`src/rtl/gstmcu_pkg.sv`:
```
// Shared constants for the GSTMCU video counter port: register indices,
// byte-lane positions and the default address width.
package gstmcu_pkg;

  localparam int DEFAULT_AW = 22;

  localparam logic [2:0] VB_HI  = 3'd0;
  localparam logic [2:0] VB_MID = 3'd1;
  localparam logic [2:0] VB_LO  = 3'd2;
  localparam logic [2:0] VC_HI  = 3'd3;
  localparam logic [2:0] VC_MID = 3'd4;
  localparam logic [2:0] VC_LO  = 3'd5;
  localparam logic [2:0] LOFF   = 3'd6;

  localparam int LANE_W  = 8;
  localparam int MID_LSB = 8;
  localparam int HI_LSB  = 16;

  // Bits of the hi byte that exist for a given address width (AW 17..24).
  function automatic logic [LANE_W-1:0] hi_lane_mask(input int aw);
    return LANE_W'((32'd1 << (aw - HI_LSB)) - 32'd1);
  endfunction

endpackage

```
`src/rtl/gstmcu_byte_reg.sv`:
```
// 8-bit CPU-writable register with write enable and asynchronous clear.
module gstmcu_byte_reg (
  input  logic       i_clk,
  input  logic       i_rst_n,
  input  logic       i_we,
  input  logic [7:0] i_d,
  output logic [7:0] o_q
);

  logic [7:0] r_q;

  always_ff @(posedge i_clk or negedge i_rst_n) begin
    if (!i_rst_n) begin
      r_q <= 8'h00;
    end else if (i_we) begin
      r_q <= i_d;
    end
  end

  assign o_q = r_q;

endmodule

```
`src/rtl/gstmcu_vcnt_port.sv`:
```
// Video base/offset register port and running video DMA address counter
// with a coherent three-byte read snapshot.
module gstmcu_vcnt_port
  import gstmcu_pkg::*;
#(
  parameter int AW  = DEFAULT_AW,
  parameter bit STE = 1'b1
) (
  input  logic          c,
  input  logic          xr,
  input  logic          cs,
  input  logic          rw,
  input  logic [2:0]    addr,
  input  logic [7:0]    din,
  output logic [7:0]    dout,
  output logic          dvalid,
  input  logic          inc,
  input  logic          vsync,
  input  logic          de_end,
  output logic [AW-2:0] vaddr
);

  localparam logic [7:0] HI_MASK = hi_lane_mask(AW);

  logic          w_rd;
  logic          w_wr;
  logic          w_cwr;
  logic          w_rd_hi;
  logic          w_rd_lo;
  logic [7:0]    w_bhi;
  logic [7:0]    w_bmid;
  logic [7:0]    w_blo;
  logic [7:0]    w_loff;
  logic [AW-1:0] w_base;
  logic [9:0]    w_step;
  logic [AW-1:0] w_cnt_add;
  logic [AW-1:0] w_cnt_wr;
  logic [7:0]    w_rdata;

  logic [AW-1:0] r_cnt;
  // Only mid/lo are ever served from the snapshot; hi is read live.
  logic [15:0]   r_snap;
  logic          r_snap_v;
  logic [7:0]    r_dout;
  logic          r_dvalid;

  assign w_rd    = cs & rw;
  assign w_wr    = cs & ~rw;
  assign w_cwr   = STE & w_wr & ((addr == VC_HI) | (addr == VC_MID) | (addr == VC_LO));
  assign w_rd_hi = w_rd & (addr == VC_HI);
  assign w_rd_lo = w_rd & (addr == VC_LO);

  gstmcu_byte_reg u_base_hi (
    .i_clk   (c),
    .i_rst_n (xr),
    .i_we    (w_wr & (addr == VB_HI)),
    .i_d     (din & HI_MASK),
    .o_q     (w_bhi)
  );

  gstmcu_byte_reg u_base_mid (
    .i_clk   (c),
    .i_rst_n (xr),
    .i_we    (w_wr & (addr == VB_MID)),
    .i_d     (din),
    .o_q     (w_bmid)
  );

  // ST parts have no base low byte: it stays at its cleared value.
  gstmcu_byte_reg u_base_lo (
    .i_clk   (c),
    .i_rst_n (xr),
    .i_we    (STE & w_wr & (addr == VB_LO)),
    .i_d     ({din[7:1], 1'b0}),
    .o_q     (w_blo)
  );

  gstmcu_byte_reg u_loff (
    .i_clk   (c),
    .i_rst_n (xr),
    .i_we    (w_wr & (addr == LOFF)),
    .i_d     (din),
    .o_q     (w_loff)
  );

  assign w_base    = {w_bhi[AW-HI_LSB-1:0], w_bmid, w_blo};
  assign w_step    = (de_end ? {1'b0, w_loff, 1'b0} : 10'd0) + (inc ? 10'd2 : 10'd0);
  assign w_cnt_add = r_cnt + AW'(w_step);

  always_comb begin
    w_cnt_wr = r_cnt;
    case (addr)
      VC_HI:   w_cnt_wr = {din[AW-HI_LSB-1:0], r_cnt[HI_LSB-1:0]};
      VC_MID:  w_cnt_wr = {r_cnt[AW-1:HI_LSB], din, r_cnt[MID_LSB-1:0]};
      VC_LO:   w_cnt_wr = {r_cnt[AW-1:MID_LSB], din[7:1], 1'b0};
      default: w_cnt_wr = r_cnt;
    endcase
  end

  // vsync reload beats a CPU write, which beats the DMA/line advance.
  always_ff @(posedge c or negedge xr) begin
    if (!xr) begin
      r_cnt <= '0;
    end else if (vsync) begin
      r_cnt <= w_base;
    end else if (w_cwr) begin
      r_cnt <= w_cnt_wr;
    end else if (inc | de_end) begin
      r_cnt <= w_cnt_add;
    end
  end

  always_ff @(posedge c or negedge xr) begin
    if (!xr) begin
      r_snap   <= 16'h0000;
      r_snap_v <= 1'b0;
    end else if (vsync | w_cwr | w_rd_lo) begin
      r_snap_v <= 1'b0;
    end else if (w_rd_hi) begin
      r_snap   <= r_cnt[15:0];
      r_snap_v <= 1'b1;
    end
  end

  always_comb begin
    w_rdata = 8'h00;
    case (addr)
      VB_HI:   w_rdata = w_bhi;
      VB_MID:  w_rdata = w_bmid;
      VB_LO:   w_rdata = STE ? w_blo : 8'h00;
      VC_HI:   w_rdata = 8'(r_cnt[AW-1:HI_LSB]);
      VC_MID:  w_rdata = r_snap_v ? r_snap[15:8] : r_cnt[HI_LSB-1:MID_LSB];
      VC_LO:   w_rdata = r_snap_v ? r_snap[7:0] : r_cnt[MID_LSB-1:0];
      LOFF:    w_rdata = w_loff;
      default: w_rdata = 8'h00;
    endcase
  end

  always_ff @(posedge c or negedge xr) begin
    if (!xr) begin
      r_dout   <= 8'h00;
      r_dvalid <= 1'b0;
    end else begin
      r_dvalid <= w_rd;
      if (w_rd) begin
        r_dout <= w_rdata;
      end
    end
  end

  assign dout   = r_dout;
  assign dvalid = r_dvalid;
  assign vaddr  = r_cnt[AW-1:1];

endmodule

```
`config.mk`:
```
export PLATFORM = sky130hd
export DESIGN_NAME = gstmcu_vcnt_port
export DESIGN_NICKNAME = d
export VERILOG_FILES = /design/src/rtl/gstmcu_pkg.sv /design/src/rtl/gstmcu_byte_reg.sv /design/src/rtl/gstmcu_vcnt_port.sv
export SDC_FILE = /design/constraint.sdc
export NUM_CORES = 1
export LEC_CHECK = 0
export BUFFER_PORTS_ARGS = -buffer_cell sky130_fd_sc_hd__buf_2
export CELL_PAD_IN_SITES_DETAIL_PLACEMENT = 1
export CELL_PAD_IN_SITES_GLOBAL_PLACEMENT = 1
export CORE_UTILIZATION = 46
export DETAILED_ROUTE_END_ITERATION = 10
export PLACE_DENSITY = 0.88
export SETUP_SLACK_MARGIN = 0.1
export SLEW_MARGIN = 25
export SYNTH_ARGS = -nofsm -noshare
export SYNTH_HDL_FRONTEND = slang
export SYNTH_SLANG_ARGS = --single-unit
```
`constraint.sdc`:
```
create_clock -name c -period 3.15 [get_ports c]
set_clock_uncertainty 0.1 [all_clocks]
set_input_delay 0.4725 -clock c [delete_from_list [all_inputs] [get_ports c]]
set_output_delay 0.4725 -clock c [all_outputs]
set_load 0.005 [all_outputs]
```
Word level (Yosys, flattened, before mapping)

Index checks and enable logic that the tools add are counted.

Output and inout port bits: 30
Bits of input ports: 18
Bits in registers: 77
ROM bits: 0
Memories: 0
Logic and storage cells: 59
Bits in writable memories: 0
Latch bits: 0

Shift-type cells: 0
Eq/ne operators: 12
Reductions and logical operators: 7
Mux-type cells: 11
$mul: 0
$lt $le $gt $ge: 0
Bitwise operators: 16
Div/mod/pow operators: 0
Add/sub/neg operators: 2

Operators with widths:

| operator                                                              | count |
|---|---|
| 22-bit 2-to-1 mux                                                     | 3 |
| 22-bit case mux with 3 select lines                                   | 1 |
| 8-bit case mux with 7 select lines                                    | 1 |
| 22-bit by 10-bit adder with 22-bit output                             | 1 |
| 8-bit 2-to-1 mux                                                      | 2 |
| 4-bit AND reduction                                                   | 3 |
| 9-bit by 2-bit adder with 10-bit output                               | 1 |
| 1-bit bitwise AND                                                     | 9 |
| 3-bit equality test, second input constant                            | 3 |
| 9-bit 2-to-1 mux                                                      | 1 |
| 3-bit by 2-bit != test with 1-bit output, second input constant       | 3 |
| 3-bit != test, second input constant                                  | 3 |
| 3-bit by 2-bit equality test with 1-bit output, second input constant | 2 |
| 1-bit bitwise OR                                                      | 5 |
| 3-bit by 1-bit equality test with 1-bit output, second input constant | 1 |
| 3-bit logical NOT                                                     | 1 |
| 3-bit nonzero test                                                    | 1 |
| 1-bit 2-to-1 mux                                                      | 2 |
| 2-bit 2-to-1 mux                                                      | 1 |
| 1-bit inverter                                                        | 2 |
| 2-bit AND reduction                                                   | 1 |
| 2-bit nonzero test                                                    | 1 |

Logic depth before layout (Yosys ltp)

Depth after elaboration: 8
Gate-level depth with buffers: 12
Gate-level depth less buffers: 12

Hierarchy

A second synthesis with hierarchy kept.

Cell total of the unflattened synthesis: 534
Area, all modules: 5,412.7 µm²

Modules (own cells, without submodules):

| module           | instances | area each (µm²) | sequential area each (µm²) | cells an instance |
|---|---|---|---|---|
| gstmcu_vcnt_port | 1         | 4,086.4         | 1,201.2                    | 466 |
| gstmcu_byte_reg  | 4         | 331.6           | 200.2                      | 17 |

Least setup slack after synthesis

OpenSTA, ideal clock, no wires.

Kind: input-to-reg
From: in inc
To: reg r_cnt[20]
Buffers on the path: 0
Data required time: 2,940 ps
Setup time: 110 ps
Stages: 12
Arrival: 2,665 ps
Path slack: 275 ps
Path through: inv_1 > fa_1 > inv_1 > ha_1 > inv_1 > fa_1 > nand2b_1 > a21o_1 > a21oi_1 > nand4_1 > xor2_1 > o41ai_1

Longest elaborated chain between the ends: 6
Elaborated cells between the ends (all ways): 9

RTL lines:

| element                                   | RTL line                | RTL |
|---|---|---|
| start, declared                           | gstmcu_vcnt_port.sv:17  | `input logic inc,` |
| 2-bit 2-to-1 mux                          | gstmcu_vcnt_port.sv:87  | `assign w_step = (de_end ? {1'b0, w_loff, 1'b0} : 10'd0) + (inc ? 10'd2 : 10'd0);` |
| 9-bit by 2-bit adder with 10-bit output   | gstmcu_vcnt_port.sv:87  |  |
| 22-bit by 10-bit adder with 22-bit output | gstmcu_vcnt_port.sv:88  | `assign w_cnt_add = r_cnt + AW'(w_step);` |
| 22-bit 2-to-1 mux                         | gstmcu_vcnt_port.sv:108 | `end else if (inc \| de_end) begin` |
| 22-bit 2-to-1 mux                         | gstmcu_vcnt_port.sv:106 | `end else if (w_cwr) begin` |
| 22-bit 2-to-1 mux                         | gstmcu_vcnt_port.sv:104 | `end else if (vsync) begin` |
| end signal, assigned                      | gstmcu_vcnt_port.sv:105 | `r_cnt <= w_base;` |
| end signal, assigned                      | gstmcu_vcnt_port.sv:107 | `r_cnt <= w_cnt_wr;` |
| end signal, assigned                      | gstmcu_vcnt_port.sv:109 | `r_cnt <= w_cnt_add;` |
| end, declared                             | gstmcu_vcnt_port.sv:40  | `logic [AW-1:0] r_cnt;` |

Parallel ways exist; a longest one is shown, timed or not. The select of a mux whose other input is x is not followed.
A chain may end at the register's enable or synchronous reset.

Final worst setup path

From: reg u_loff.r_q[0], in the netlist u_loff.o_q[0]
To: reg r_cnt[14]

Longest elaborated chain between the ends: 6

RTL lines:

| element                                   | RTL line                | RTL |
|---|---|---|
| start, declared                           | gstmcu_byte_reg.sv:10   | `logic [7:0] r_q;` |
| start signal, assigned                    | gstmcu_byte_reg.sv:16   | `r_q <= i_d;` |
| 9-bit 2-to-1 mux                          | gstmcu_vcnt_port.sv:87  |  |
| 9-bit by 2-bit adder with 10-bit output   | gstmcu_vcnt_port.sv:87  |  |
| 22-bit by 10-bit adder with 22-bit output | gstmcu_vcnt_port.sv:88  |  |
| 22-bit 2-to-1 mux                         | gstmcu_vcnt_port.sv:108 |  |
| 22-bit 2-to-1 mux                         | gstmcu_vcnt_port.sv:106 |  |
| 22-bit 2-to-1 mux                         | gstmcu_vcnt_port.sv:104 |  |

Every way passes these cells. The select of a mux whose other input is x is not followed.

==> results.toml <==
[status]
outcome = "finished clean"

[critical_path]
critPathCaptureType = "flop"
start_kind = "flop"
critPathRequiredTime_ns = 3.31
crit_type = "flop to flop"
largest_fanout_on_the_critical_path = 4
crit_arrival_ns = 3.16

[logic_synthesis]
syn_nets = 494
yosys.area.top_type = "sky130_fd_sc_hd__dfrtp_1"
synth-edff-count = 0
mean_area_per_synthesized_cell_um2 = 10.01
post_synth_most_frequent_cells = "sky130_fd_sc_hd__dfrtp_1 (75), sky130_fd_sc_hd__nand2_1 (48), sky130_fd_sc_hd__mux2_2 (43)"
synthesis.instances = 459
number_of_synthesis_warnings = 0
async_set_or_reset_flop_fraction_in_the_synthesized_netlist_pct = 100.0
syn-cell-area_um2 = 4593
synth_cell_types = 56
synth_most_common_cell = "sky130_fd_sc_hd__dfrtp_1"
synthDominantCellAreaShare_pct = 40.86
ys_flop_type = "sky130_fd_sc_hd__dfrtp_1"
synth-seq-cells = 75
synth_top_cells_by_area = "sky130_fd_sc_hd__dfrtp_1 (41%), sky130_fd_sc_hd__mux2_2 (11%), sky130_fd_sc_hd__ha_1 (4.1%), sky130_fd_sc_hd__mux4_2 (3.9%), sky130_fd_sc_hd__nand2_1 (3.9%)"
seq_total_area_yosys_pct = 40.86

[cells_and_area]
n_antenna_cell = 0
number_of_fill_cells = 1117
nets = 544
area_growth_pct = 13.92
post_route_cells_drive_above_1_share_pct = 28.13
multi_input_gate_area_um2 = 2569
finished_layout_cells = 645
sequential_cell_area_um2 = 1878

[timing]
share_of_the_clock_period_used_by_the_worst_path_after_layout_pct = 95.26
slew-limit-headroom_pct = 49.51
rsz_0062_raised_after_global_routing = "true"
finalHoldViolations = 0
period_needed_ns = 3.001
report.final.setup_viol = 0
fmax_mhz = 333.3
setup-tns-final_ns = 0
max_slew_violation_count = 0
tightestPinTransition_ns = 0.7574

[route]
wl_um = 15090
antenna_violating_nets_post_route = 0
dr_total_vias = 4120
dr.first_iter.drc_count = 292
routedWlPerCell_um = 23.39
vias_per_cell = 6.388
drc = 0
drtPass1Iterations = 5

[global_routing]
first_global_vias = 4198
grt_util_met3_pct = 5.472
grt-busiest-layer = "met2"
grt_util_met1_pct = 40.78
grt_usage_pct = 30.84
grt_overflow_total = 0
pin_count_of_the_biggest_net_entering_global_routing = 76
number_of_antenna_violations_at_the_first_check_in_global_routing = 0
grt_util_met2_pct = 48.60
grt_pass1_wl_um = 23430

[cts]
clk_path_buf_depth = 2
h_tree_level_count = 3
root_buffer = "sky130_fd_sc_hd__clkbuf_8"
tritoncts_num_sinks = 75
cts-buffers-inserted = 9
clk_latency_ns = 0.36
tritoncts_clock_tree = "done"
clkSlewWorstSetupHoldPaths_ns = 0.08

[die]
floorplan.die.width_um = 101.9
total_die_area_um2 = 10390
floorplan.rows = 36
fp.coreArea_um2 = 9729
io_pins = 48
vertical_die_dimension_um = 101.9
floorplan.initialDensity_pct = 47.21

[placement]
place.gp.congestion = 0.9038
io_buffer_count = 47
dp_hpwl_um = 10910
dp_cells = 630

[power_and_ir_drop]
power.density_nw_per_um2 = 659.3
power_leakage_nw = 2.355
irDropWorstVdd_uv = 423.3

[hold_path]
min_path_type = "input pin to async pin"

[flow_run]
cap_violations = 0
==> per-stage QoR <==
step	hold WS (ns)	power, mW	area [µm²]	worst slack [ns]	util [%]
after floorplan	0.07691	2.165	4593	0.2746	-
after global placement	0.3565	2.592	5016	0.06074	51.56
after detailed placement	0.3663	2.671	5016	-0.1014	51.56
after CTS	0.2023	3.434	5213	0.1056	53.58
after global routing	0.09867	3.637	5233	0.03251	53.78
final	0.04328	3.450	5233	0.1493	53.78
==> registers in the layout (all words and copies together) (netlist names) <==
name and cells:
dvalid 1, u_base_hi.o_q 6, u_loff.o_q 8, dout 8, u_base_lo.o_q 7, r_snap_v 1, r_snap 15, r_cnt 21
u_base_mid.o_q 8
==> worst max-delay path: stages, from the launching register on <==
cell and delay (ns):
sky130_fd_sc_hd__dfrtp_2 0.41, sky130_fd_sc_hd__nand2_1 0.08, sky130_fd_sc_hd__fa_1 0.36, sky130_fd_sc_hd__inv_1 0.06
sky130_fd_sc_hd__ha_1 0.16, sky130_fd_sc_hd__inv_1 0.05, sky130_fd_sc_hd__fa_1 0.39, sky130_fd_sc_hd__nand2b_1 0.18
sky130_fd_sc_hd__a21o_1 0.23, sky130_fd_sc_hd__a211oi_2 0.26, sky130_fd_sc_hd__xor2_1 0.22, sky130_fd_sc_hd__a221oi_2 0.10
sky130_fd_sc_hd__o31ai_1 0.30
==> final timing paths <==
kind / to / depth (start not counted) / slack (ns) / startpoint
worst max-delay path: r_cnt[14]$_DFFE_PN0P_ / 12 / 0.15 / u_loff.o_q[0]$_DFFE_PN0P_
worst min-delay path: dout[6]$_DFFE_PN0P_ / 1 / 0.04 / xr
worst max register to register: r_cnt[14]$_DFFE_PN0P_ / 12 / 0.15 / u_loff.o_q[0]$_DFFE_PN0P_
worst min register to register: dout[4]$_DFFE_PN0P_ / 2 / 0.38 / dout[4]$_DFFE_PN0P_
max in group asynchronous: u_loff.o_q[0]$_DFFE_PN0P_ / 1 / 2.42 / xr
min in group c: u_base_hi.o_q[0]$_DFFE_PN0P_ / 2 / 0.33 / din[0]
==> cells by family after synthesis <==
kind of cell,synth area share [%]
AO/OA/AOI/OAI,17.16
XOR/XNOR,1.526
adder cells (fa/ha/maj),4.958
buffers and inverters,3.705
flip-flops,40.86
multiplexers,16.43
AND/OR/NAND/NOR,15.36
==> placed cells by master, fill, tap and decap left out, types with 8 or more instances in the layout <==
cell,Yosys,final
sky130_fd_sc_hd__a21oi_1,15,14
sky130_fd_sc_hd__a221oi_1,13,12
sky130_fd_sc_hd__and2_1,10,10
sky130_fd_sc_hd__buf_2,4,46
sky130_fd_sc_hd__buf_4,0,16
sky130_fd_sc_hd__clkbuf_8,0,10
sky130_fd_sc_hd__dfrtp_1,75,74
sky130_fd_sc_hd__ha_1,15,15
sky130_fd_sc_hd__inv_1,15,15
sky130_fd_sc_hd__mux2_2,43,43
sky130_fd_sc_hd__mux2i_1,9,9
sky130_fd_sc_hd__mux4_2,8,8
sky130_fd_sc_hd__nand2_1,48,48
sky130_fd_sc_hd__nand3_1,9,9
sky130_fd_sc_hd__nor2_1,41,41
sky130_fd_sc_hd__o211ai_1,8,8
sky130_fd_sc_hd__o21ai_0,25,25
sky130_fd_sc_hd__o31ai_1,11,11
==> final cells by class <==
cell class | count | area share [%]
well taps | 133 | 3.180
clock buffers | 11 | 2.702
clock inverters | 3 | 0.7652
repair buffers | 64 | 7.293
multi-input cells | 344 | 49.09
inverters | 15 | 1.076
flip-flops and latches | 75 | 35.89
==> layer usage <==
| layer | routed length [µm] | vias to the layer above | share of wire [%] |
|---|---|---|---|
| li1 | - | 1794 | - |
| met1 | 6224 | 2072 | 41 |
| met2 | 7144 | 202 | 47 |
| met3 | 1090 | 52 | 7.2 |
| met4 | 626 | 0 | 4.1 |
| met5 | 0 | - | 0 |
==> report_power, final <==
group	internal, mW	switching (mW)
logic	0.574	0.616
registers	1.21	0.314
clock network	0.377	0.361
==> repair_timing <==
| item | CTS | global route |
|---|---|---|
| resized for setup | 3 | 2 |
| setup buffers | 0 | 1 |
| hold buffers | 0 | 0 |
| setup endpoints to repair | 2 | 2 |
| pin swaps | 0 | 1 |
Power figures use the tool's default switching activity.
